<file path="src/rtl/mem_block_responder.sv">
// -----------------------------------------------------------------------------
// mem_block_responder
//
// Services one cache block-fill request at a time. On an accepted request the
// block waits out the programmed access latency, then issues eight consecutive
// SRAM reads covering the aligned 16-byte block containing req_addr. It
// returns the eight read words to the fill controller one per cycle.
//
// Parameters
//   LATENCY     cycles from request acceptance to the first data_valid (2..15)
//
// Ports
//   clk         single clock, rising-edge active
//   rst         asynchronous, active-high reset
//   req         block-fill request, sampled only while idle
//   req_addr    byte address that missed; bits [3:0] are ignored
//   busy        high while a block transfer is in progress
//   data_out    returned word, zero whenever data_valid is low
//   data_valid  one-cycle strobe per returned word
//   word_num    index 0..7 of the word on data_out, zero when data_valid is low
//   mem_rd      read strobe to the backing SRAM
//   mem_addr    SRAM byte address, zero when mem_rd is low
//   mem_rdata   SRAM read data, valid the cycle after mem_rd
// -----------------------------------------------------------------------------
module mem_block_responder #(
  parameter int unsigned LATENCY = 4
) (
  input  logic        clk,
  input  logic        rst,
  input  logic        req,
  input  logic [15:0] req_addr,
  output logic        busy,
  output logic [15:0] data_out,
  output logic        data_valid,
  output logic [2:0]  word_num,
  output logic        mem_rd,
  output logic [15:0] mem_addr,
  input  logic [15:0] mem_rdata
);

  typedef enum logic [1:0] {
    S_IDLE  = 2'd0,
    S_WAIT  = 2'd1,
    S_READ  = 2'd2,
    S_DRAIN = 2'd3
  } state_t;

  // WAIT lasts LATENCY-2 cycles. The counter is loaded with one less than that
  // and WAIT exits on the cycle it reads zero. With LATENCY=2 WAIT is skipped
  // entirely, so the load value is never used.
  localparam logic [3:0] WAIT_LOAD = (LATENCY > 2) ? 4'(LATENCY - 3) : 4'd0;

  state_t      state_q, state_d;
  logic [11:0] base_q,  base_d;   // block address bits [15:4]
  logic [2:0]  k_q,     k_d;      // word counter within the block
  logic [3:0]  wait_q,  wait_d;   // remaining WAIT cycles minus one
  logic        data_valid_q, data_valid_d;
  logic [2:0]  word_num_q,   word_num_d;

  // ---------------------------------------------------------------------------
  // Next-state and output logic
  // ---------------------------------------------------------------------------
  always_comb begin
    // NOTE: every variable gets a default before the case so no path leaves it
    // unassigned; a missing default here would infer a latch.
    state_d = state_q;
    base_d  = base_q;
    k_d     = k_q;
    wait_d  = wait_q;

    unique case (state_q)
      S_IDLE: begin
        if (req) begin
          base_d = req_addr[15:4];
          k_d    = 3'd0;
          wait_d = WAIT_LOAD;
          if (LATENCY == 2) state_d = S_READ;
          else              state_d = S_WAIT;
        end
      end
      S_WAIT: begin
        if (wait_q == 4'd0) state_d = S_READ;
        else                wait_d  = wait_q - 4'd1;
      end
      S_READ: begin
        k_d = k_q + 3'd1;
        if (k_q == 3'd7) state_d = S_DRAIN;
      end
      S_DRAIN: begin
        state_d = S_IDLE;
      end
      default: begin
        state_d = S_IDLE;
      end
    endcase
  end

  assign busy   = (state_q != S_IDLE);
  assign mem_rd = (state_q == S_READ);

  // The word offset occupies bits [3:0] alone, so stepping through the block
  // can never carry into the block address held in base_q.
  assign mem_addr = mem_rd ? {base_q, k_q, 1'b0} : 16'h0000;

  // The return path is one register stage behind the read strobe, which lines
  // data_valid up with the cycle in which the SRAM presents the read data.
  assign data_valid_d = mem_rd;
  assign word_num_d   = mem_rd ? k_q : 3'd0;

  assign data_valid = data_valid_q;
  assign word_num   = word_num_q;
  assign data_out   = data_valid_q ? mem_rdata : 16'h0000;

  // ---------------------------------------------------------------------------
  // State registers
  // ---------------------------------------------------------------------------
  // NOTE: sequential state uses non-blocking assignments so every flop samples
  // the pre-edge value of its inputs, independent of statement order.
  always_ff @(posedge clk or posedge rst) begin
    if (rst) begin
      state_q      <= S_IDLE;
      base_q       <= 12'h000;
      k_q          <= 3'd0;
      wait_q       <= 4'd0;
      data_valid_q <= 1'b0;
      word_num_q   <= 3'd0;
    end else begin
      state_q      <= state_d;
      base_q       <= base_d;
      k_q          <= k_d;
      wait_q       <= wait_d;
      data_valid_q <= data_valid_d;
      word_num_q   <= word_num_d;
    end
  end

endmodule

</file>
<file path="config.mk">
export PLATFORM = sky130hd
export DESIGN_NAME = mem_block_responder
export DESIGN_NICKNAME = d
export VERILOG_FILES = /design/src/rtl/mem_block_responder.sv
export SDC_FILE = /design/constraint.sdc
export NUM_CORES = 1
export LEC_CHECK = 0
export BUFFER_PORTS_ARGS = -buffer_cell sky130_fd_sc_hd__buf_2
export CORE_ASPECT_RATIO = 1.75
export CORE_MARGIN = 4
export CORE_UTILIZATION = 44
export CTS_CLUSTER_SIZE = 12
export DETAILED_ROUTE_END_ITERATION = 8
export PLACE_DENSITY_LB_ADDON = 0.2
export SYNTH_ARGS = -nofsm -noshare
export SYNTH_HDL_FRONTEND = slang
export SYNTH_SLANG_ARGS = --single-unit
</file>
<file path="constraint.sdc">
create_clock -name clk -period 2.05 [get_ports clk]
set_input_delay 0.205 -clock clk [delete_from_list [all_inputs] [get_ports clk]]
set_output_delay 0.205 -clock clk [all_outputs]
set_load 0.05 [all_outputs]
</file>
==> run metrics, run 1 <==
Pre-antenna DRT Iters 2; die width 50.2 um; Post-route DRC 0; Final Hold Vio Count 0; # placed instances 234; Synth Instances 126; htree depth 1; CTS buffer count 3; Initial Util 46.3%; vias in the first global route about 1200; Most Crowded Layer GR met2; P per Cell Area 1790 nW/um2; Die ar. 4110 um2; max_cap viols 0; initial DRC count 11; hold crit path type in -> reg; Worst-Margin Slew 0.496 ns; CTS clk-pin slew, worst paths 0.08 ns; max-slew violation count 0; Hold Slack 0.169 ns; run status completed; largest net degree at the start of global routing 26; RSZ-0062 raised after global routing no; Final setup viols 0; Seq/Total Area, Yosys roughly 46%; Final #Nets 241; critical path class reg -> out; ys async rst share 100%; number of port buffers 67; Peak VDD IR 875 uV; final clock skew approximately 0.0010 ns; Num Clock Sinks 25; synthesized area per cell 10.9 um2; initial antenna violation count 0; CTS tree built; Post-Route WL 3140 um; Main synth FF type dfrtp_1; post-CTS setup repair buffer count 0; row cnt 26; CP Data Required Time 1.85 ns; setup_tns 0 ns; post-DP HPWL 2600 um; GP Congestion roughly 0.76; minimum clock period 1.85 ns; met2 Track Usage GR about a third; vias 1161; io pins 73; filler instances 257; Die H 81.9 um; Via density between 4 and 5; met3 GRT Util 4.17%; GRT Util Overall between 10% and 20%; Layout Cells excl Fill between 200 and 250; Congestion Overflow GR 0; Synth-to-Final Area Change 33.1%; crit end category output port; library cells used by synthesis 31; layout cell share with drive strength beyond 1 46.7%; FMAX 542 MHz; final period utilization 90.0%; Worst Hold Depth 2; Core Area roughly 3000 um2; hold path startpoint req_addr[10]; Antenna Cells 0; capture point of the worst reg-to-reg path state_q[1]; first-pass GRT wire length 5000 um; Crit Path Max Fanout 12; Root Buffer clkbuf_8; Pleak 0.984 nW; Post-Syn Nets 169; grt met1 use around an eighth; FF-to-FF setup slack approximately 0.28 ns; hold path endpoint base_q[6]; WL per Instance 13.1 um; Worst-Skew Late Latency 0.26 ns; relative slew slack 66.8%; Worst R2R Start wait_q[0]; DRT antenna net count 0; WP data arrival 1.64 ns; post-layout util roughly three fifths; maximum buffer depth of the clock tree 2; FF+latch count, synth 25; Ys Warns 0; Post-synth EDFFs 0; Mapped Area between 1000 and 1500 um2; r2r worst-path depth 5; Worst setup SP type register
timing repair:
action,CTS,global route
hold endpoints to repair,25,0
hold buffers,1,0
setup endpoints to repair,0,4
resized for setup,0,1
critical path, stage by stage, from the launching register on:
cell     delay (ns)
dfrtp_1        0.41
inv_1          0.12
ha_2           0.29
buf_4          0.17
and2_1         0.13
buf_2          0.26
sequential cells by signal (all words and copies together), names as in the netlist:
signal,flops
wait_q,4
k_q,3
base_q,12
word_num,3
state_q,2
data_valid,1
synth_stat cells (2+ instances only):
library cell,n,area share (%)
inv_1,7,1.9
ha_1,8,7.3
o21ai_0,4,1.5
buf_2,2,0.73
nand2_1,6,1.6
clkbuf_1,3,0.82
mux2i_1,2,1.5
a21oi_1,2,0.73
and2_1,31,14
mux2_2,13,11
nor2_1,4,1.1
dfrtp_1,25,46
final cells by class:
type	instances	area [um2]	share of cell area, %
clock buffers	4	45.0	2.47
inverters	7	26.3	1.44
multi-input cells	88	693	38.0
flip-flops and latches	25	626	34.3
well taps	42	52.6	2.88
repair buffers	73	383	21.0
layout by cell type (no fill, tap or decap):
cell            n
o31ai_1         1
a211oi_1        1
or3b_4          1
conb_1          1
ha_2            1
a2bb2oi_1       1
nor3b_1         1
a21o_1          1
inv_1           7
a21oi_1         2
clkbuf_8        3
and2b_1         1
nor3_1          1
ha_1            7
nor2b_1         1
mux2_4          1
a32oi_1         1
dfrtp_1        25
nand3b_1        1
nor2_1          4
buf_4           5
or4b_1          1
mux2_2         13
buf_2          67
clkbuf_1        1
nand2_1         6
o221ai_1        1
dlygate4sd3_1   1
mux2i_1         2
xor2_1          1
o21ai_0         4
o21ai_1         1
and2_1         31
a221oi_4        1
worst max path at each step:
stage | start | endpoint | slack (ns) | cells past startpoint
after detailed placement | wait_q[0] | state_q[1] | 0.27 | 5
after CTS | state_q[0] | mem_addr[12] | 0.07 | 5
after global placement | wait_q[0] | state_q[1] | 0.34 | 5
after floorplan | state_q[0] | mem_addr[10] | 0.02 | 4
final | state_q[0] | mem_addr[12] | 0.20 | 5
after global routing | state_q[0] | mem_addr[12] | 0.1 | 5
layer usage:
layer,vias to the layer above,wire length [um]
met5,-,0
met4,0,39
met3,5,280
met2,51,1820
met1,548,1000
li1,557,-
power by group:
part / switching, mW / internal, mW / total, mW
Sequential: 0.154 / 0.727 / 0.881
Combinational: 1.40 / 0.715 / 2.11
Clock: 0.141 / 0.139 / 0.280
logic make-up (layout without fill, tap and decap cells):
family                   Yosys count  after routing  share of synthesized area, %
XOR/XNOR                           1              1                         0.639
adder cells (fa/ha/maj)            8              8                          7.30
AND/OR/NAND/NOR                   48             48                          20.9
AO/OA/AOI/OAI                     14             14                          8.03
buffers and inverters             13             84                          4.02
other                              1              1                         0.273
flip-flops                        25             25                          45.6
multiplexers                      16             16                          13.2
metrics by stage:
stage	worst slack [ns]	power, mW	instance area (um2)
floorplan	0.0180	2.53	1370
global placement	0.341	2.94	1770
detailed placement	0.271	3.02	1770
CTS	0.0704	3.31	1820
global route	0.0958	3.49	1830
finish	0.204	3.27	1830
Note: power is estimated with default switching activity, not from simulation.
==> inputs of run 2 (changes only) <==
CTS_BUF_LIST = sky130_fd_sc_hd__clkbuf_16   (was not set)
TNS_END_PERCENT = 10   (was not set)
==> run 2 against run 1 <==
First-iteration DRC count up 18%. Sequential share of layout area down 0.62 points. Via count up 0.69%. Largest power group unchanged. Non-clock buffer count unchanged. Combinational power about the same. Critical path type unchanged. Sequential cell count unchanged. Setup slack better by 0.0058 ns. Largest cell class unchanged. Global-route usage up 0.082 points.
==> run metrics, run 2 (same netlist as run 1, synthesis figures left out) <==
run status completed; r2r worst-path depth 5 (unchanged); Die H 81.9 um (unchanged); Peak VDD IR 817 uV (-6.6%); CTS tree built; crit end category output port; hold path endpoint base_q[6]; Final setup viols 0 (unchanged); setup_tns 0 ns (unchanged); die width 50.2 um (unchanged); capture point of the worst reg-to-reg path state_q[1]; Post-Route WL 3140 um (about the same); hold path startpoint req_addr[10]; Most flops, register base_q; row cnt 26 (unchanged); max_cap viols 0 (unchanged); filler instances 257 (unchanged); RSZ-0062 raised after global routing no; max-slew violation count 0 (unchanged); Final #Nets 241 (unchanged); Pleak 1.00 nW (+2.0%); CTS clk-pin slew, worst paths 0.06 ns (-0.02 ns); final period utilization 89.8% (-0.28 points); io pins 73 (unchanged); largest net degree at the start of global routing 26 (unchanged); most frequent cells in the layout buf_2, and2_1, dfrtp_1, mux2_2, inv_1; Initial Util 46.3% (unchanged); Antenna Cells 0 (unchanged); Via density 4.89 (+0.69%); Cell Area, Placed 1770 um2 (unchanged); vias in the first global route 1181 (-1.1%); htree depth 1 (unchanged); Synth-to-Final Area Change 35.6%; minimum clock period 1.84 ns (-0.00576 ns); FF-to-FF setup slack 0.27 ns (about the same); Crit Path Max Fanout 12 (unchanged); Top Registers base_q: 12 flops, wait_q: 4 flops; initial DRC count 13 (+2); pre-CTS WS 0.271 ns (unchanged); post-DP HPWL 2600 um (unchanged); Die ar. 4110 um2 (unchanged); most common cell after layout, fill and taps aside buf_2; initial antenna violation count 0 (unchanged); Worst setup SP type register; GRT Util Overall 15.7% (+0.082 points); Worst-Skew Late Latency 0.25 ns (about the same); P per Cell Area 1830 nW/um2 (+2.3%); Worst R2R Start wait_q[0]; first-pass GRT wire length 5020 um (+0.56%); maximum buffer depth of the clock tree 2 (unchanged); Critical Path Start state_q[0]; CP Data Required Time 1.85 ns (about the same); DRT antenna net count 0 (unchanged); CTS buffer count 3 (unchanged); number of port buffers 67 (unchanged); Root Buffer clkbuf_16; Congestion Overflow GR 0 (unchanged); FMAX 543 MHz (+0.31%); layout cell share with drive strength beyond 1 46.7% (unchanged); max FFs per register 12 (unchanged); Worst Hold Depth 2 (unchanged); worst setup margin 0.210 ns (+0.00576 ns); Pre-antenna DRT Iters 4 (+2); fin area 1860 um2 (+1.9%); hold crit path type in -> reg; post-CTS setup repair buffer count 0 (unchanged); Num Clock Sinks 25 (unchanged); Final Hold Vio Count 0 (unchanged); WP data arrival 1.64 ns (about the same); critical path class reg -> out; WL per Instance 13.1 um (about the same); vias 1169 (+0.69%); Core Area 2960 um2 (unchanged); Post-route DRC 0 (unchanged); final clock skew 0.00423 ns (+0.00324 ns); GP Congestion 0.761 (unchanged)
==> run 2: cell type report <==
class | count | area, um2 | share of cell area [%]
clock inverters | 1 | 3.75 | 0.202
flip-flops and latches | 25 | 626 | 33.6
repair buffers | 73 | 383 | 20.6
well taps | 42 | 52.6 | 2.83
multi-input cells | 88 | 693 | 37.3
inverters | 7 | 26.3 | 1.41
clock buffers | 3 | 75.1 | 4.04
==> run 2: worst max path at each step <==
stage / end / depth (start not counted)
after CTS: mem_addr[12] / 5
final: mem_addr[12] / 5
after global routing: mem_addr[12] / 5
after global placement: state_q[1] / 5
after detailed placement: state_q[1] / 5
after floorplan: mem_addr[10] / 4
==> run 2: repair_timing <==
item / in CTS / in global routing
hold buffers: 1 / 0
endpoints found under the hold margin: 12 / 0
endpoints found under the setup margin: 0 / 3
gates resized for setup: 0 / 1
==> run 2: power breakdown <==
group / internal (mW) / switching (mW)
combinational: 0.714 / 1.40
sequential: 0.729 / 0.157
clock: 0.260 / 0.154
==> run 2: layer usage <==
layer	track usage, %	up-vias	wire length, um
li1	-	558	-
met1	13.1	555	1020
met2	32.7	52	1810
met3	4.72	4	277
met4	5.82	0	31
met5	0	-	0
==> run 2: stage by stage <==
stage	power, mW	instances	utilization, %	hold WS [ns]
after floorplan	2.53	126	-	0.232
after global placement	2.94	234	59.7	0.266
after detailed placement	3.02	234	59.7	0.270
after CTS	3.45	239	62.7	0.183
after global routing	3.63	239	62.8	0.179
final	3.41	239	62.8	0.183
==> run 2: worst max-delay path: stages (launching register included) <==
cell	delay, ns
dfrtp_1	0.41
inv_1	0.12
ha_2	0.30
buf_4	0.17
and2_1	0.13
buf_2	0.26
==> inputs of run 3 (changes only) <==
--- a/config.mk
+++ b/config.mk
@@ -7,6 +7,6 @@
 export LEC_CHECK = 0
+export ABC_AREA = 1
 export BUFFER_PORTS_ARGS = -buffer_cell sky130_fd_sc_hd__buf_2
 export CORE_ASPECT_RATIO = 1.75
-export CORE_MARGIN = 4
-export CORE_UTILIZATION = 44
+export CORE_UTILIZATION = 45
 export CTS_BUF_LIST = sky130_fd_sc_hd__clkbuf_16
--- a/constraint.sdc
+++ b/constraint.sdc
@@ -3,2 +3,2 @@
 set_output_delay 0.205 -clock clk [all_outputs]
-set_load 0.05 [all_outputs]
+set_load 0.005 [all_outputs]
==> run 3 against run 2 <==
The flow now finishes with violations (DRC). Synthesized cell count rose by 55%. First-iteration DRC count rose by 92%. Clock skew down 0.0018 ns. Utilization is 0.48 points higher. Combinational power down 44%. Largest power group unchanged. Critical path type unchanged. Sequential power is 2.4% lower. Sequential share of layout area rose by 0.11 points. Die area down 19%. Maximum frequency is 0.70% higher.
==> run metrics, run 3 <==
Peak VDD IR 822 uV (+0.61%); Post-Synth XOR/XNOR Area 0.627% (-0.011 points); Post-synth EDFFs 0 (unchanged); Num Clock Sinks 25 (unchanged); Core Area 2930 um2 (-1.1%); post-CTS setup repair buffer count 0 (unchanged); library cells used by synthesis 19 (-39%); Post-Syn Nets 238 (+41%); r2r worst-path depth 7 (+2); max_cap viols 0 (unchanged); post-synthesis adder-cell area fraction 7.17% (-0.13 points); GRT Util Overall 17.3% (+1.6 points); row cnt 26 (unchanged); Root Buffer clkbuf_16; Worst setup SP type register; Top Registers base_q: 12 flops, wait_q: 4 flops; CTS clk-pin slew, worst paths 0.06 ns (about the same); CTS tree built; Pleak 1.34 nW (+33%); most numerous cell in the Yosys netlist nand2_1; crit end category output port; worst setup margin 0.223 ns (+0.0128 ns); number of port buffers 67 (unchanged); area share of the largest cell type after synthesis 44.8% (-0.82 points); WL per Instance 9.37 um (-29%); io pins 73 (unchanged); initial DRC count 25 (+12); vias in the first global route 1073 (-9.1%); synthesized area per cell 7.16 um2 (-34%); final clock skew 0.00241 ns (-0.00182 ns); cts repair resizes 0 (unchanged); Final Hold Vio Count 0 (unchanged); Initial Util 47.7% (+1.4 points); run status finished, violations left; critical path class reg -> out; post-layout util 63.3% (+0.48 points); Worst R2R Start state_q[0]; failing checks DRC; capture point of the worst reg-to-reg path state_q[1]; CP Data Required Time 1.85 ns (about the same); minimum clock period 1.83 ns (-0.0128 ns); Die ar. 3340 um2 (-19%); CP max-delay cell ha_1; vias 1313 (+12%); CTS buffer count 3 (unchanged); hold path startpoint req_addr[15]; Final #Nets 307 (+27%); RSZ-0062 raised after global routing no; Seq/Total Area, Yosys 44.8% (-0.82 points); largest area contributor in the netlist dfrtp_1; post-DP HPWL 2170 um (-16%); final period utilization 89.1% (-0.62 points); max FFs per register 12 (unchanged); worst-path cell chain inv_1, ha_1, buf_12, nand2_1, inv_1, buf_2; cts hold-fix bufs 1 (unchanged); slowest stage delay, CP 0.45 ns (+0.04 ns); die width 44.1 um (-12%); overall power 2.47 mW (-28%); Die H 75.7 um (-7.5%); Final setup viols 0 (unchanged); largest net degree at the start of global routing 26 (unchanged); Worst-Skew Late Latency 0.26 ns (about the same); htree depth 1 (unchanged); top post-synthesis cells by area dfrtp_1, nand2_1, inv_1; Post-Route WL 2730 um (-13%); proportion of synthesized area in mux cells 0% (-13 points); FF-to-FF setup slack 0.52 ns (+0.25 ns); filler instances 280 (+8.9%); DRT antenna net count 0 (unchanged); Congestion Overflow GR 0 (unchanged); CP dominant cell by count inv_1; Most flops, register base_q; post-synthesis compound-gate area fraction 2.15% (-5.9 points); max-slew violation count 0 (unchanged); Via density 4.51 (-7.8%); simple-gate share of the synthesized area 30.4% (+9.5 points); synth cell count leaders nand2_1, inv_1, dfrtp_1, ha_1, nand3_1; maximum buffer depth of the clock tree 2 (unchanged); pre-CTS WS 0.489 ns (+0.219 ns); most frequent cells in the layout nand2_1, buf_2, inv_1, dfrtp_1, ha_1; largest family of logic cells by synthesized area simple AND/OR/NAND/NOR gates; Worst Hold Depth 3 (+1); ys async rst share 100% (unchanged); layout cell share with drive strength beyond 1 30.0% (-17 points); hold crit path type in -> reg; Antenna Cells 0 (unchanged); initial antenna violation count 0 (unchanged); Top delay family on crit path buffers and inverters; FMAX 547 MHz (+0.70%); Ys Warns 0 (unchanged); hold path endpoint base_q[11]; GP Congestion 0.792 (+4.0%); first-pass GRT wire length 4290 um (-15%); Hold Slack 0.136 ns (-0.0473 ns); WP data arrival 1.62 ns (-0.02 ns); FF+latch count, synth 25 (unchanged); Post-route DRC 2 (+2); Main synth FF type dfrtp_1; Crit Path Max Fanout 13 (+1); WP buf/inv 4 (+1); setup_tns 0 ns (unchanged); P per Cell Area 1330 nW/um2 (-27%); Mapped Area 1400 um2 (+1.8%); Synth Instances 195 (+55%); most common cell after layout, fill and taps aside nand2_1; Pre-antenna DRT Iters 8 (+4); Synth-to-Final Area Change 32.7%
-- run 3: cell types whose count changed in the layout (fill, tap and decap cells not counted), sizes merged, moves of 3 or more --
cell   delta
and2     -31
inv      +34
mux2     -14
nand2    +84
nand3     +7
or2       +3
-- run 3: stage by stage --
stage,cells,instance area [um2]
after floorplan,195,1400
after global placement,286,1760
after detailed placement,286,1760
after CTS,291,1850
after global routing,291,1850
final,291,1850
-- run 3: kinds of logic after synthesis --
family	count (synthesis)
xor+xnor	1
fa+ha+maj	8
compound gates	6
simple gates	104
flops	25
other cells	1
buf+inv	50
-- run 3: final cells by class --
class | count | area (um2) | area share, %
inverter | 42 | 158 | 8.51
multi-input combinational | 120 | 567 | 30.6
clock inverter | 1 | 5.00 | 0.270
sequential | 25 | 626 | 33.8
timing repair buffer | 72 | 388 | 20.9
clock buffer | 3 | 75.1 | 4.05
tap | 28 | 35.0 | 1.89
-- run 3: layer usage --
layer  global-route usage, %  vias to the layer above  wire length (um)
met5                       0                        -                 0
met4                    8.75                        0                49
met3                    3.32                        5               120
met2                    30.9                       36              1500
met1                    19.0                      580              1060
li1                        -                      692                 -
-- run 3: where the power goes --
part           total, mW  switching, mW  internal (mW)
combinational       1.19          0.663          0.523
clock              0.421          0.159          0.262
sequential         0.864          0.159          0.706
-- run 3: how the worst max path moves through the flow --
stage,startpoint,to,slack [ns],cells past startpoint
6_report,state_q[0],mem_addr[3],0.22,6
5_1_grt,state_q[0],mem_addr[3],0.1,6
4_1_cts,state_q[0],mem_addr[3],0.20,6
3_5_place_dp,state_q[0],mem_addr[3],0.49,6
3_3_place_gp,state_q[0],mem_addr[3],0.51,6
2_1_floorplan,state_q[0],mem_addr[1],0.65,6
-- run 3: worst min-delay path, stage by stage --
cell and delay, ns:
buf_2 0.07, nand2_1 0.04, nand2_1 0.04
